$ cat src/rtl/card_lock_pkg.sv
// Shared definitions for the card lock: frame geometry, card types and the
// frame reader's state encoding.
package card_lock_pkg;

    localparam int FRAME_BITS = 20;
    localparam int CODE_W     = 16;

    localparam logic [1:0] GUEST       = 2'b00;
    localparam logic [1:0] MAID        = 2'b01;
    localparam logic [1:0] GUEST_RESET = 2'b10;
    localparam logic [1:0] MAID_RESET  = 2'b11;

    localparam logic [CODE_W-1:0] RESET_CODE = 16'hABCD;

    typedef enum logic [2:0] {
        ST_IDLE        = 3'd0,
        ST_SHIFT       = 3'd1,
        ST_CHECK       = 3'd2,
        ST_LOAD        = 3'd3,
        ST_PRESENT     = 3'd4,
        ST_ERROR       = 3'd5,
        ST_WAIT_REMOVE = 3'd6
    } card_state_e;

endpackage

$ cat src/rtl/card_bit_timer.sv
// Idle-cycle counter between bit strobes; flags when TIMEOUT cycles have
// passed without a clear.
module card_bit_timer #(
    parameter int TIMEOUT = 1000
) (
    input  logic clk,
    input  logic reset,
    input  logic i_clear,
    input  logic i_enable,
    output logic o_timeout
);

    localparam int CNT_W = $clog2(TIMEOUT + 1);

    logic [CNT_W-1:0] r_count;

    // NOTE: sequential state uses non-blocking assignments so every register
    // samples the pre-edge values of its neighbours.
    always_ff @(posedge clk) begin
        if (reset) begin
            r_count <= '0;
        end else if (i_clear) begin
            r_count <= '0;
        end else if (i_enable && !o_timeout) begin
            r_count <= r_count + 1'b1;
        end
    end

    // The current idle cycle is the TIMEOUT-th one once TIMEOUT-1 have elapsed.
    assign o_timeout = i_enable && !i_clear && (r_count == CNT_W'(TIMEOUT - 1));

endmodule

$ cat src/rtl/card_frame_reader.sv
// Deserialises and validates card-swipe frames, presenting the accepted code
// and type with a clean card_read pulse for the lock stage.
module card_frame_reader
    import card_lock_pkg::*;
#(
    parameter int READ_HOLD = 4,
    parameter int TIMEOUT   = 1000
) (
    input  logic              clk,
    input  logic              reset,
    input  logic              card_present,
    input  logic              card_bit,
    input  logic              card_strobe,
    output logic [CODE_W-1:0] entry_code_on_card,
    output logic [1:0]        card_type,
    output logic              card_read,
    output logic              frame_error,
    output logic              busy
);

    localparam int CNT_W  = $clog2(FRAME_BITS + 1);
    localparam int HOLD_W = $clog2(READ_HOLD + 1);
    localparam int DATA_W = FRAME_BITS - 2;

    card_state_e       r_state;
    card_state_e       w_next_state;
    logic [CNT_W-1:0]  r_bit_cnt;
    logic [DATA_W-1:0] r_shift;
    logic              r_parity;
    logic [HOLD_W-1:0] r_hold;
    logic              w_timeout;
    logic              w_start;
    logic              w_take_bit;
    logic              w_last_bit;

    card_bit_timer #(
        .TIMEOUT (TIMEOUT)
    ) u_bit_timer (
        .clk       (clk),
        .reset     (reset),
        .i_clear   ((r_state != ST_SHIFT) || card_strobe),
        .i_enable  (r_state == ST_SHIFT),
        .o_timeout (w_timeout)
    );

    assign w_start    = (r_state == ST_IDLE) && card_strobe && card_present && card_bit;
    // A strobe coinciding with card removal is dropped: the abort wins.
    assign w_take_bit = (r_state == ST_SHIFT) && card_strobe && card_present;
    assign w_last_bit = (r_bit_cnt == CNT_W'(FRAME_BITS - 1));

    // NOTE: next-state is assigned a default before the case so no path
    // leaves it unassigned and no latch is inferred.
    always_comb begin
        w_next_state = r_state;
        case (r_state)
            ST_IDLE: begin
                if (card_strobe && card_present)
                    w_next_state = card_bit ? ST_SHIFT : ST_ERROR;
            end
            ST_SHIFT: begin
                if (!card_present)
                    w_next_state = ST_ERROR;
                else if (card_strobe && w_last_bit)
                    w_next_state = ST_CHECK;
                else if (w_timeout)
                    w_next_state = ST_ERROR;
            end
            ST_CHECK:       w_next_state = r_parity ? ST_ERROR : ST_LOAD;
            ST_LOAD:        w_next_state = ST_PRESENT;
            ST_PRESENT: begin
                if (r_hold == HOLD_W'(READ_HOLD - 1))
                    w_next_state = ST_WAIT_REMOVE;
            end
            ST_ERROR:       w_next_state = ST_WAIT_REMOVE;
            ST_WAIT_REMOVE: begin
                if (!card_present)
                    w_next_state = ST_IDLE;
            end
            default:        w_next_state = ST_IDLE;
        endcase
    end

    always_ff @(posedge clk) begin
        if (reset) begin
            r_state            <= ST_IDLE;
            r_bit_cnt          <= '0;
            r_shift            <= '0;
            r_parity           <= 1'b0;
            r_hold             <= '0;
            entry_code_on_card <= '0;
            card_type          <= '0;
            card_read          <= 1'b0;
            frame_error        <= 1'b0;
            busy               <= 1'b0;
        end else begin
            r_state     <= w_next_state;
            busy        <= (w_next_state != ST_IDLE);
            frame_error <= (w_next_state == ST_ERROR);
            // Delayed by one cycle from PRESENT so the code is set up first.
            card_read   <= (r_state == ST_PRESENT);
            r_hold      <= (r_state == ST_PRESENT) ? r_hold + 1'b1 : '0;

            if (w_start) begin
                r_bit_cnt <= CNT_W'(1);
                r_parity  <= 1'b0;
            end else if (w_take_bit) begin
                r_bit_cnt <= r_bit_cnt + 1'b1;
                r_parity  <= r_parity ^ card_bit;
                if (!w_last_bit)
                    r_shift <= {r_shift[DATA_W-2:0], card_bit};
            end

            if (r_state == ST_LOAD) begin
                card_type          <= r_shift[DATA_W-1:CODE_W];
                entry_code_on_card <= r_shift[CODE_W-1:0];
            end
        end
    end

endmodule

$ cat config.mk
export PLATFORM = sky130hd
export DESIGN_NAME = card_frame_reader
export DESIGN_NICKNAME = d
export VERILOG_FILES = /design/src/rtl/card_lock_pkg.sv /design/src/rtl/card_bit_timer.sv /design/src/rtl/card_frame_reader.sv
export SDC_FILE = /design/constraint.sdc
export NUM_CORES = 1
export LEC_CHECK = 0
export BUFFER_PORTS_ARGS = -buffer_cell sky130_fd_sc_hd__buf_2
export CAP_MARGIN = 20
export CORE_UTILIZATION = 25
export DETAILED_ROUTE_END_ITERATION = 16
export GPL_TIMING_DRIVEN = 0
export SETUP_SLACK_MARGIN = 0.02
export SYNTH_ARGS = -nofsm -noshare
export SYNTH_HDL_FRONTEND = slang
export SYNTH_SLANG_ARGS = --single-unit
$ cat constraint.sdc
create_clock -name clk -period 3.9 [get_ports clk]
set_clock_uncertainty 0.1 [all_clocks]
set_input_delay 0.195 -clock clk [delete_from_list [all_inputs] [get_ports clk]]
set_output_delay 0.195 -clock clk [all_outputs]
set_load 0.02 [all_outputs]
== After elaboration in Yosys (flattened, before gate mapping) ==
Index checks and enable logic that the tools add are counted.

* Bitwise logic cells: 4
* Reduce and logical (&&, ||, !) cells: 20
* Equality and inequality tests: 11
* $add $sub $neg: 3
* Multiplexer cells: 11

{| class="wikitable"
|+ Operator list
! cell !! number
|-
| 2-to-1 mux 3 bit || 8
|-
| case mux 3 bit (7 select lines) || 1
|-
| == test 3 bit, second input constant || 4
|-
| adder 10 x 1 -> 10 bit, second input constant || 1
|-
| == test 10 bit, second input constant || 1
|-
| logical AND 1 bit || 10
|-
| == test 3 x 2 -> 1 bit, second input constant || 3
|-
| OR reduction 2 bit || 3
|-
| adder 5 x 1 -> 5 bit, second input constant || 1
|-
| == test 5 bit, second input constant || 1
|-
| adder 3 x 1 -> 3 bit, second input constant || 1
|-
| == test 3 x 1 -> 1 bit, second input constant || 1
|-
| logical NOT 3 bit || 1
|-
| != test 3 x 1 -> 1 bit, second input constant || 1
|-
| NOT 1 bit || 3
|-
| AND reduction 3 bit || 1
|-
| nonzero test 3 bit || 1
|-
| logical NOT 1 bit || 2
|-
| 2-to-1 mux 1 bit || 2
|-
| nonzero test 2 bit || 1
|-
| logical OR 1 bit || 1
|-
| XOR 1 bit || 1
|}

* Output and inout bits: 21
* Input bits: 5
* Register bits after elaboration: 61

== Logic depth before layout (Yosys ltp) ==
Gate-level depths: netlist of the first run.

* Word-level depth: 10
* Gate-level depth with buffers: 7

== Hierarchy ==
From an unflattened synthesis of the first run, not the netlist that was laid out.

* Cells, all modules: 287
* Area, all modules: 2607.5 um^2

{| class="wikitable"
|+ Modules (own cells, without submodules)
! module !! instances !! area an instance (um^2) !! seq. area each (um^2) !! cells an instance
|-
| card_frame_reader || 1 || 2030.7 || 1021.0 || 221
|-
| card_bit_timer || 1 || 576.8 || 200.2 || 66
|}

== Least setup slack after synthesis of the first run ==
Ideal clock, no wire load.

* Path kind: register to register
* From: register r_bit_cnt[0]
* To: register r_shift[8]
* Data required time: 3672 ps
* Clock period less this slack: 1739 ps
* Path buffers: 2
* Setup slack: 2161 ps
* Library setup time: 128 ps
* Data arrival time: 1511 ps
* Stages on the path, launching flop included: 8
* Cells stage by stage: dfxtp_1 > ha_1 > and4bb_1 > nand3b_1 > buf_2 > buf_4 > mux2i_1 > nor2_1

* Word-level cells in the longest chain between the ends: 3

{| class="wikitable"
|+ RTL lines
! element !! line !! text
|-
| start: declaration || card_frame_reader.sv:27 || <nowiki>logic [CNT_W-1:0] r_bit_cnt;</nowiki>
|-
| start signal: assignment || card_frame_reader.sv:107 || <nowiki>r_bit_cnt <= r_bit_cnt + 1'b1;</nowiki>
|-
| == test 5 bit || card_frame_reader.sv:49 || <nowiki>assign w_last_bit = (r_bit_cnt == CNT_W'(FRAME_BITS - 1));</nowiki>
|-
| NOT 1 bit (no line) || -- ||
|-
| AND reduction 3 bit (no line) || -- ||
|-
| end signal: assignment || card_frame_reader.sv:110 || <nowiki>r_shift <= {r_shift[DATA_W-2:0], card_bit};</nowiki>
|-
| end: declaration || card_frame_reader.sv:28 || <nowiki>logic [DATA_W-1:0] r_shift;</nowiki>
|}

Every way passes these cells.
A chain may end at the register's enable or synchronous reset.

== Worst setup path in the final report of the first run ==
Ends and elaborated chain as after synthesis.

==> qor.txt, run 1 <==
ys flop type = dfxtp_1
All-Layer GR Usage = 0.105
Initial Util = 0.262
fillers = 1,027
DRT iter0 DRCs = 95
vias = 1,956
total CTS buffers = 9
global-route wire length before repair = 8.18 mm
Design Power = 1.38 mW
clk sink count = 61
CP cell instances = ha_1 -> and4bb_1 -> nand3b_1 -> buf_2 -> buf_4 -> mux2i_1 -> nor2_1
critical path class = register to register
Slew Limit Headroom = 0.594
Compound-Gate Fraction of Synth Area = 0.127
Net Count, Synth = 285
P&R area growth vs syn = 21.4%
post-CTS setup buffers = 0
Post-synth EDFFs = 0
Root Buffer = clkbuf_8
crit-path max cell delay = 380 ps
post-synthesis sequential area ratio = 0.497
mux contribution to synthesized area = 0.0733
Yosys cell types = 42
synthesized area = 0.00246 mm2
die width = 101 um
grt ovf = 0
PostCTS Resize Cnt = 0
CTS tree = built
global routing usage on met3 = 0.0345
synthesis warning total = 0
DRC Markers = 0
main combinational cell family by area after synthesis = simple AND/OR/NAND/NOR gates
final net count = 321
Crit Path Max Fanout = 10
asr flop ratio synth = 0
port bufs = 25
Placer Congestion = 0.779
share of layout cells above drive strength 1 = 0.158
total routed wirelength = 4.84 mm
vias in the first global route = 1,867
post-route cell area = 0.00298 mm2
vias per cell = 4.39
Clock Pin Slew Worst Setup and Hold Paths = 70 ps
Die Y-Extent = 101 um
FMAX = 505 MHz
Worst Path Required = 4020 ps
H-tree Lvls = 3
Synth Register Bits = 61
Hold WC Path Type = primary input to register
Final Setup Violations = 0
maximum vdd drop = 135 uV
Max Root-Sink Buffers = 2
Row Count = 35
Final HPWL DP = 3.37 mm
Slew @ Worst Pin = 607 ps
Post-Synth Simple-Gate Area = 0.223
critical path capture point type = register
DP Area = 0.00274 mm2
hold slack final = 72.6 ps
GR Layer Usage met2 = 0.166
gr busiest metal = met2
cell count after synthesis = 276
RSZ-0062 raised after global routing = no
Post-Synth XOR/XNOR Area = 0.0214
Synth Area in Adders = 0.0204
Setup TNS = 0 ps
Final min period = 1980 ps
Antenna Nets Post-Route = 0
Wirelength per Cell = 10.9 um
final antenna diode count = 0
CTS Hold Bufs = 0
Leak = 1.24 nW
GRT met1 Usage = 0.124
Power Density = 463 mW/mm2
commonest non-fill, non-tap cell in the layout = dfxtp_1
CORE AREA = 0.00937 mm2
crit share post-route = 0.508
largest net degree at the start of global routing = 12
Clk Latency, worst-skew pair = 340 ps
Hold Vio Cnt, Final = 0
max-cap viol count = 0
antenna violations before repair = 0
drt first pass iters = 4
Syn Area/Cell = 8.90 um2
WP data arrival = 2100 ps
CP Launch Type = register
outcome = finished clean
area of the die = 0.0102 mm2
CP max stage cell = dfxtp_1
Ports = 26
commonest non-fill, non-tap cells in the layout = dfxtp_1, nand2_1, nor2_1
fin. max-slew vios = 0
[logic make-up after synthesis]
group / count (synthesis)
AOI/OAI and AO/OA: 50
buffers and inverters: 21
and+or+nand+nor: 116
xor gates and xnor gates: 6
DFF: 61
muxes: 18
adders and majority gates: 4
[where the power goes]
part           switching, mW  internal [mW]
registers            0.00387          0.630
logic                 0.0472         0.0260
clock network          0.250          0.424
total                  0.301           1.08
[synth_stat cells (all sizes together), types with 3 or more instances]
cell / n / area share
nor2: 33 / 0.050
mux2i: 18 / 0.073
xor2: 6 / 0.021
dfxtp: 61 / 0.50
or4: 3 / 0.0092
a31o: 4 / 0.018
o31ai: 3 / 0.0092
or3: 5 / 0.013
clkbuf: 11 / 0.017
inv: 5 / 0.0076
nand2: 44 / 0.067
and3: 4 / 0.010
a21oi: 27 / 0.055
buf: 5 / 0.014
ha: 4 / 0.020
nand3: 10 / 0.020
o21ai: 7 / 0.014
[final timing paths]
path                      from         end  slack [ps]  depth (start not counted)
setup / recovery  r_bit_cnt[0]  r_shift[8]        1920                          7
hold / removal        card_bit  r_shift[0]          70                          3
hold reg to reg      r_hold[0]   r_hold[0]         330                          1
setup reg to reg  r_bit_cnt[0]  r_shift[8]        1920                          7
[flip-flops by register name, summed over array words and instances (netlist names)]
register             cells
busy                     1
u_bit_timer.r_count     10
r_shift                 18
entry_code_on_card      16
r_state                  3
card_type                2
frame_error              1
card_read                1
r_bit_cnt                5
r_parity                 1
r_hold                   3
[layout make-up]
cell class | instances | area (um2) | area share
Inverter | 5 | 18.8 | 0.00629
Multi-Input combinational cell | 194 | 1140 | 0.383
Sequential cell | 61 | 1220 | 0.409
Tap cell | 129 | 161 | 0.0541
Clock buffer | 10 | 128 | 0.0428
Timing Repair Buffer | 25 | 125 | 0.0419
Buffer | 16 | 75.1 | 0.0252
Clock inverter | 6 | 111 | 0.0373
[per-layer routing]
metal | vias up | part of all wire
met5 | - | 0
met4 | 0 | 0.025
met3 | 10 | 0.038
met2 | 27 | 0.45
met1 | 896 | 0.48
li1 | 1023 | -
[through the flow]
stage	instances	setup WS, ps	utilization
floorplan	276	2160	-
global placement	430	1950	0.293
detailed placement	430	1930	0.293
CTS	446	1890	0.318
global route	446	1720	0.318
finish	446	1920	0.318
[worst max-delay path: cells and delay by family, from the launching register on]
family	cells	cell delay (ps)
buf+inv	2	530
mux	1	230
flops	1	380
simple gates	3	420
fa+ha+maj	1	200
Note: power is estimated with default switching activity, not from simulation.
==> inputs of run 2 (changes only) <==
Settings changed: ABC_AREA from default to 1.
Clock period 3.9 ns to 2.04 ns, I/O delays scaled along.
==> run 2 against run 1 <==
  * Routed wire length up 17%
  * Cell area up 5.4%
  * Clock-buffer cell count down 1
  * Setup slack worse by 1800 ps
  * Critical path type unchanged
  * Critical endpoint is now r_bit_cnt[0]
==> qor.txt, run 2 <==
outcome = finished clean
Seq pwr share = 0.467
number of flip-flops in the largest register = 18
Post-synth EDFFs = 0
largest net degree at the start of global routing = 13
crit share post-route = 0.927
global-route wire length before repair = 10.1 mm
Top Registers = r_shift x18, entry_code_on_card x16, u_bit_timer.r_count x10
Die Y-Extent = 104 um
Initial Util = 0.262
synthesis warning total = 0
most frequent cells after synthesis = nor2_1, dfxtp_1, nand2_1, o21ai_0, inv_1
Crit Path Max Fanout = 10
Max Root-Sink Buffers = 2
FF/Latch Area = 0.00122 mm2
Int Pwr = 2.00 mW
cell count after synthesis = 355
post-CTS setup buffers = 0
Hold Vio Cnt, Final = 0
WP data arrival = 2020 ps
top post-synthesis cells by area = dfxtp_1, nor2_1, nand2_1, o21ai_0, inv_1
max-cap viol count = 0
H-tree Lvls = 3
Largest Register = r_shift
share of layout cells above drive strength 1 = 0.151
total routed wirelength = 5.69 mm
Psw = 0.692 mW
commonest non-fill, non-tap cells in the layout = nor2_1, dfxtp_1, nand2_1
critical path capture point type = register
top-count cell post-synth = nor2_1
vias in the first global route = 2,295
Clk Latency, worst-skew pair = 340 ps
drt first pass iters = 4
Placer Congestion = 0.796
final net count = 402
vias = 2,336
Worst Path Required = 2170 ps
hold slack final = 24.0 ps
clk sink count = 61
CP max stage cell = dlygate4sd3_1
Yosys cell types = 30
Worst R2R Path Depth = 7
Sw Share = 0.257
total CTS buffers = 9
Hold WC Path Type = primary input to register
All-Layer GR Usage = 0.115
maximum vdd drop = 288 uV
Slew @ Worst Pin = 411 ps
fillers = 1,064
Root Buffer = clkbuf_8
crit-path max cell delay = 540 ps
Antenna Nets Post-Route = 0
CP cell instances = nor2_2 -> nand2_1 -> nor2_4 -> buf_6 -> xor2_1 -> a21oi_1 -> dlygate4sd3_1
antenna violations before repair = 0
area of the die = 0.0108 mm2
Syn Area/Cell = 7.35 um2
clock network power share = 0.450
grt ovf = 0
post-synthesis sequential area ratio = 0.468
ys flop type = dfxtp_1
asr flop ratio synth = 0
Power Density = 856 mW/mm2
Final HPWL DP = 4.08 mm
Final min period = 1890 ps
Setup TNS = 0 ps
DRT iter0 DRCs = 58
Clock Pin Slew Worst Setup and Hold Paths = 70 ps
multi-input logic area = 0.00118 mm2
cell depth of the worst hold path = 3
Net Count, Synth = 364
commonest non-fill, non-tap cell in the layout = nor2_1
Ports = 26
final antenna diode count = 0
post-synth top area share = 0.468
Wirelength per Cell = 10.7 um
CORE AREA = 0.00995 mm2
Leak = 1.29 nW
synthesized area = 0.00261 mm2
die width = 104 um
Final Setup Violations = 0
RSZ-0062 raised after global routing = no
vias per cell = 4.40
Yosys top cell by area = dfxtp_1
Synth Register Bits = 61
Row Count = 36
DRC Markers = 0
CTS tree = built
CP Launch Type = register
critical path class = register to register
P&R area growth vs syn = 20.5%
port bufs = 25
FMAX = 529 MHz
Slew Limit Headroom = 0.726
fin. max-slew vios = 0
Logic pwr share = 0.083
-- run 2: cell count changes in the layout (fill, tap and decap cells not counted), moves of 5 or more --
cell,delta
nand2_1,+9
a21oi_1,-5
o21ai_0,+34
clkbuf_1,-8
nor2_1,+54
or3_1,-5
mux2i_1,-18
nand3_1,+10
inv_1,+25
-- run 2: power by group through the flow --
| stage | sequential [mW] | clock, mW | combinational (mW) |
|---|---|---|---|
| after global routing | 1.26 | 1.29 | 0.259 |
| final | 1.26 | 1.21 | 0.224 |
| after detailed placement | 1.28 | 0 | 0.220 |
| after global placement | 1.28 | 0 | 0.218 |
| after floorplan | 1.29 | 0 | 0.150 |
| after CTS | 1.26 | 1.24 | 0.225 |
-- run 2: final timing paths --
kind	from	end	slack (ps)
min reg2reg	r_hold[0]	r_hold[0]	320
min	card_present	r_state[1]	20
max	r_state[2]	r_bit_cnt[0]	150
max reg2reg	r_state[2]	r_bit_cnt[0]	150
-- run 2: what timing repair did --
| action | CTS | global route |
|---|---|---|
| gates resized for setup | 0 | 1 |
| setup endpoints to repair | 0 | 1 |
| hold buffers | 2 | 0 |
| hold endpoints to repair | 3 | 0 |
-- run 2: critical path: cells and delay by family (launching register included) --
family | cells | cell delay (ps)
xor+xnor | 1 | 150
buf+inv | 2 | 690
compound gates | 1 | 70
flops | 1 | 360
simple gates | 3 | 400
-- run 2: cell families after synthesis --
kind of cell / after synthesis / share of synthesized area
compound gates: 61 / 0.118
xor+xnor: 6 / 0.0201
fa+ha+maj: 4 / 0.0192
buf+inv: 44 / 0.0787
flops: 61 / 0.468
simple gates: 179 / 0.296
-- run 2: layer usage --
metal | track usage | vias up | part of all wire
met3 | 0.0351 | 10 | 0.036
met1 | 0.126 | 1084 | 0.46
li1 | - | 1210 | -
met4 | 0.0480 | 0 | 0.016
met5 | 0 | - | 0
met2 | 0.205 | 32 | 0.49
-- run 2: area by class of cell --
class                      count  area share
clock buffer                   9      0.0394
clock inverter                 7      0.0311
sequential                    61       0.389
multi-input combinational    250       0.376
inverter                      33      0.0410
tap                          133      0.0529
buffer                        11      0.0243
timing repair buffer          27      0.0462
-- run 2: stage by stage --
stage / power, mW / worst slack, ps / utilization / instance area [um2] / cells
floorplan: 1.44 / 650 / - / 2610 / 355
global placement: 1.50 / 459 / 0.291 / 2900 / 513
detailed placement: 1.50 / 440 / 0.291 / 2900 / 513
CTS: 2.73 / 113 / 0.316 / 3140 / 531
global route: 2.81 / 48.2 / 0.316 / 3140 / 531
finish: 2.69 / 149 / 0.316 / 3140 / 531
==> inputs of run 3 (changes only) <==
Settings changed: PLACE_DENSITY from default to 0.48.
==> run 3 against run 2 <==
  * Flip-flop and latch count unchanged
  * Non-clock buffer count up 2
  * Clock power down 24%
  * Sequential power about the same
  * Combinational power up 3%
  * Critical path type is now primary input to register
==> qor.txt, run 3 (synthesized netlist as in run 2, its figures left out) <==
Placed Instances = 513
vias in the first global route = 2,311
fin. max-slew vios = 0
CP max stage cell = dlygate4sd3_1
Final Setup Violations = 0
CTS tree = built
Power Density = 775 mW/mm2
max-cap viol count = 0
Final WS setup = 121 ps
port bufs = 25
final net count = 404
crit-path leading delay family = buffers and inverters
CP cell instances = dlygate4sd3_1 -> buf_2 -> inv_1 -> nor2_2 -> nand2_2 -> nor2_4 -> buf_6 -> xor2_2 -> a21oi_1 -> dlygate4sd3_1
Placer Congestion = 0.751
antenna violations before repair = 0
clk sink count = 61
WP data arrival = 2050 ps
outcome = finished clean
grt ovf = 0
Initial Util = 0.262
P&R area growth vs syn = 19.4%
area of the die = 0.0108 mm2
Max Root-Sink Buffers = 2
Row Count = 36
drt first pass iters = 4
post-place setup slack = 405 ps
Hold WC Path Type = primary input to register
total routed wirelength = 5.86 mm
final antenna diode count = 0
Slew @ Worst Pin = 384 ps
Setup TNS = 0 ps
Largest Register = r_shift
total CTS buffers = 9
DRT iter0 DRCs = 49
global-route wire length before repair = 10.6 mm
maximum vdd drop = 334 uV
Ports = 26
Antenna Nets Post-Route = 0
FMAX = 521 MHz
Final min period = 1920 ps
vias per cell = 4.33
Clk Latency, worst-skew pair = 340 ps
Root Buffer = clkbuf_8
Leak = 1.29 nW
Top Registers = r_shift x18, entry_code_on_card x16, u_bit_timer.r_count x10
crit-path max cell delay = 540 ps
Final HPWL DP = 4.11 mm
fin cells = 533
fillers = 1,078
H-tree Lvls = 3
Die Y-Extent = 104 um
hold slack final = 34.1 ps
Crit Path Max Fanout = 10
CORE AREA = 0.00995 mm2
CP Launch Type = primary input
Buf/Inv on CP = 5
largest net degree at the start of global routing = 12
share of layout cells above drive strength 1 = 0.153
DRC Markers = 0
commonest non-fill, non-tap cells in the layout = nor2_1, dfxtp_1, nand2_1
All-Layer GR Usage = 0.122
Clock Pin Slew Worst Setup and Hold Paths = 70 ps
Wirelength per Cell = 11.0 um
critical path class = primary input to register
Hold Vio Cnt, Final = 0
number of flip-flops in the largest register = 18
die width = 104 um
vias = 2,310
Worst Path Required = 2170 ps
commonest non-fill, non-tap cell in the layout = nor2_1
cell mode on critical path = dlygate4sd3_1
critical path capture point type = register
crit share post-route = 0.941
Slew Limit Headroom = 0.744
RSZ-0062 raised after global routing = no
-- run 3: tightest hold or removal path, cell delays in order --
cell and delay [ps]:
buf_2 130, a21oi_1 140, nor3_1 50
-- run 3: metrics by stage --
step	cell area, um2	total power, mW	util
after global placement	2900	1.51	0.291
after floorplan	2610	1.44	-
after CTS	3100	2.46	0.311
final	3120	2.41	0.313
after detailed placement	2900	1.51	0.291
after global routing	3120	2.56	0.313
-- run 3: layout make-up --
class,instances,area [um2],share of cell area
Tap cell,133,166,0.0534
Multi-Input combinational cell,250,1190,0.383
Clock inverter,6,40.0,0.0129
Clock buffer,10,128,0.0410
Inverter,33,129,0.0414
Buffer,11,76.3,0.0245
Sequential cell,61,1220,0.392
Timing Repair Buffer,29,163,0.0522
-- run 3: per-layer routing --
| layer | vias to the layer above | part of all wire | global-route usage | wire length, um |
|---|---|---|---|---|
| met5 | - | 0 | 0 | 0 |
| met4 | 0 | 0.0089 | 0.0480 | 52 |
| met3 | 6 | 0.025 | 0.0395 | 146 |
| met2 | 27 | 0.48 | 0.205 | 2810 |
| met1 | 1066 | 0.49 | 0.143 | 2850 |
| li1 | 1211 | - | - | - |
-- run 3: what timing repair did --
item	in CTS	in global routing
setup endpoints to repair	0	1
hold buffers	3	0
endpoints found under the hold margin	3	0
buffers inserted	0	1
resized for setup	0	2
-- run 3: path summary, 6_finish.rpt --
check | from | endpoint | slack (ps) | cells past startpoint
max | card_present | r_bit_cnt[0] | 120 | 10
min | card_bit | r_parity | 30 | 3
max reg2reg | r_state[2] | r_bit_cnt[0] | 180 | 7
min reg2reg | r_hold[0] | r_hold[0] | 320 | 1
-- run 3: power breakdown --
part / internal [mW] / switching (mW)
registers: 1.23 / 0.0290
logic: 0.0784 / 0.153
clock network: 0.438 / 0.488
total: 1.74 / 0.669
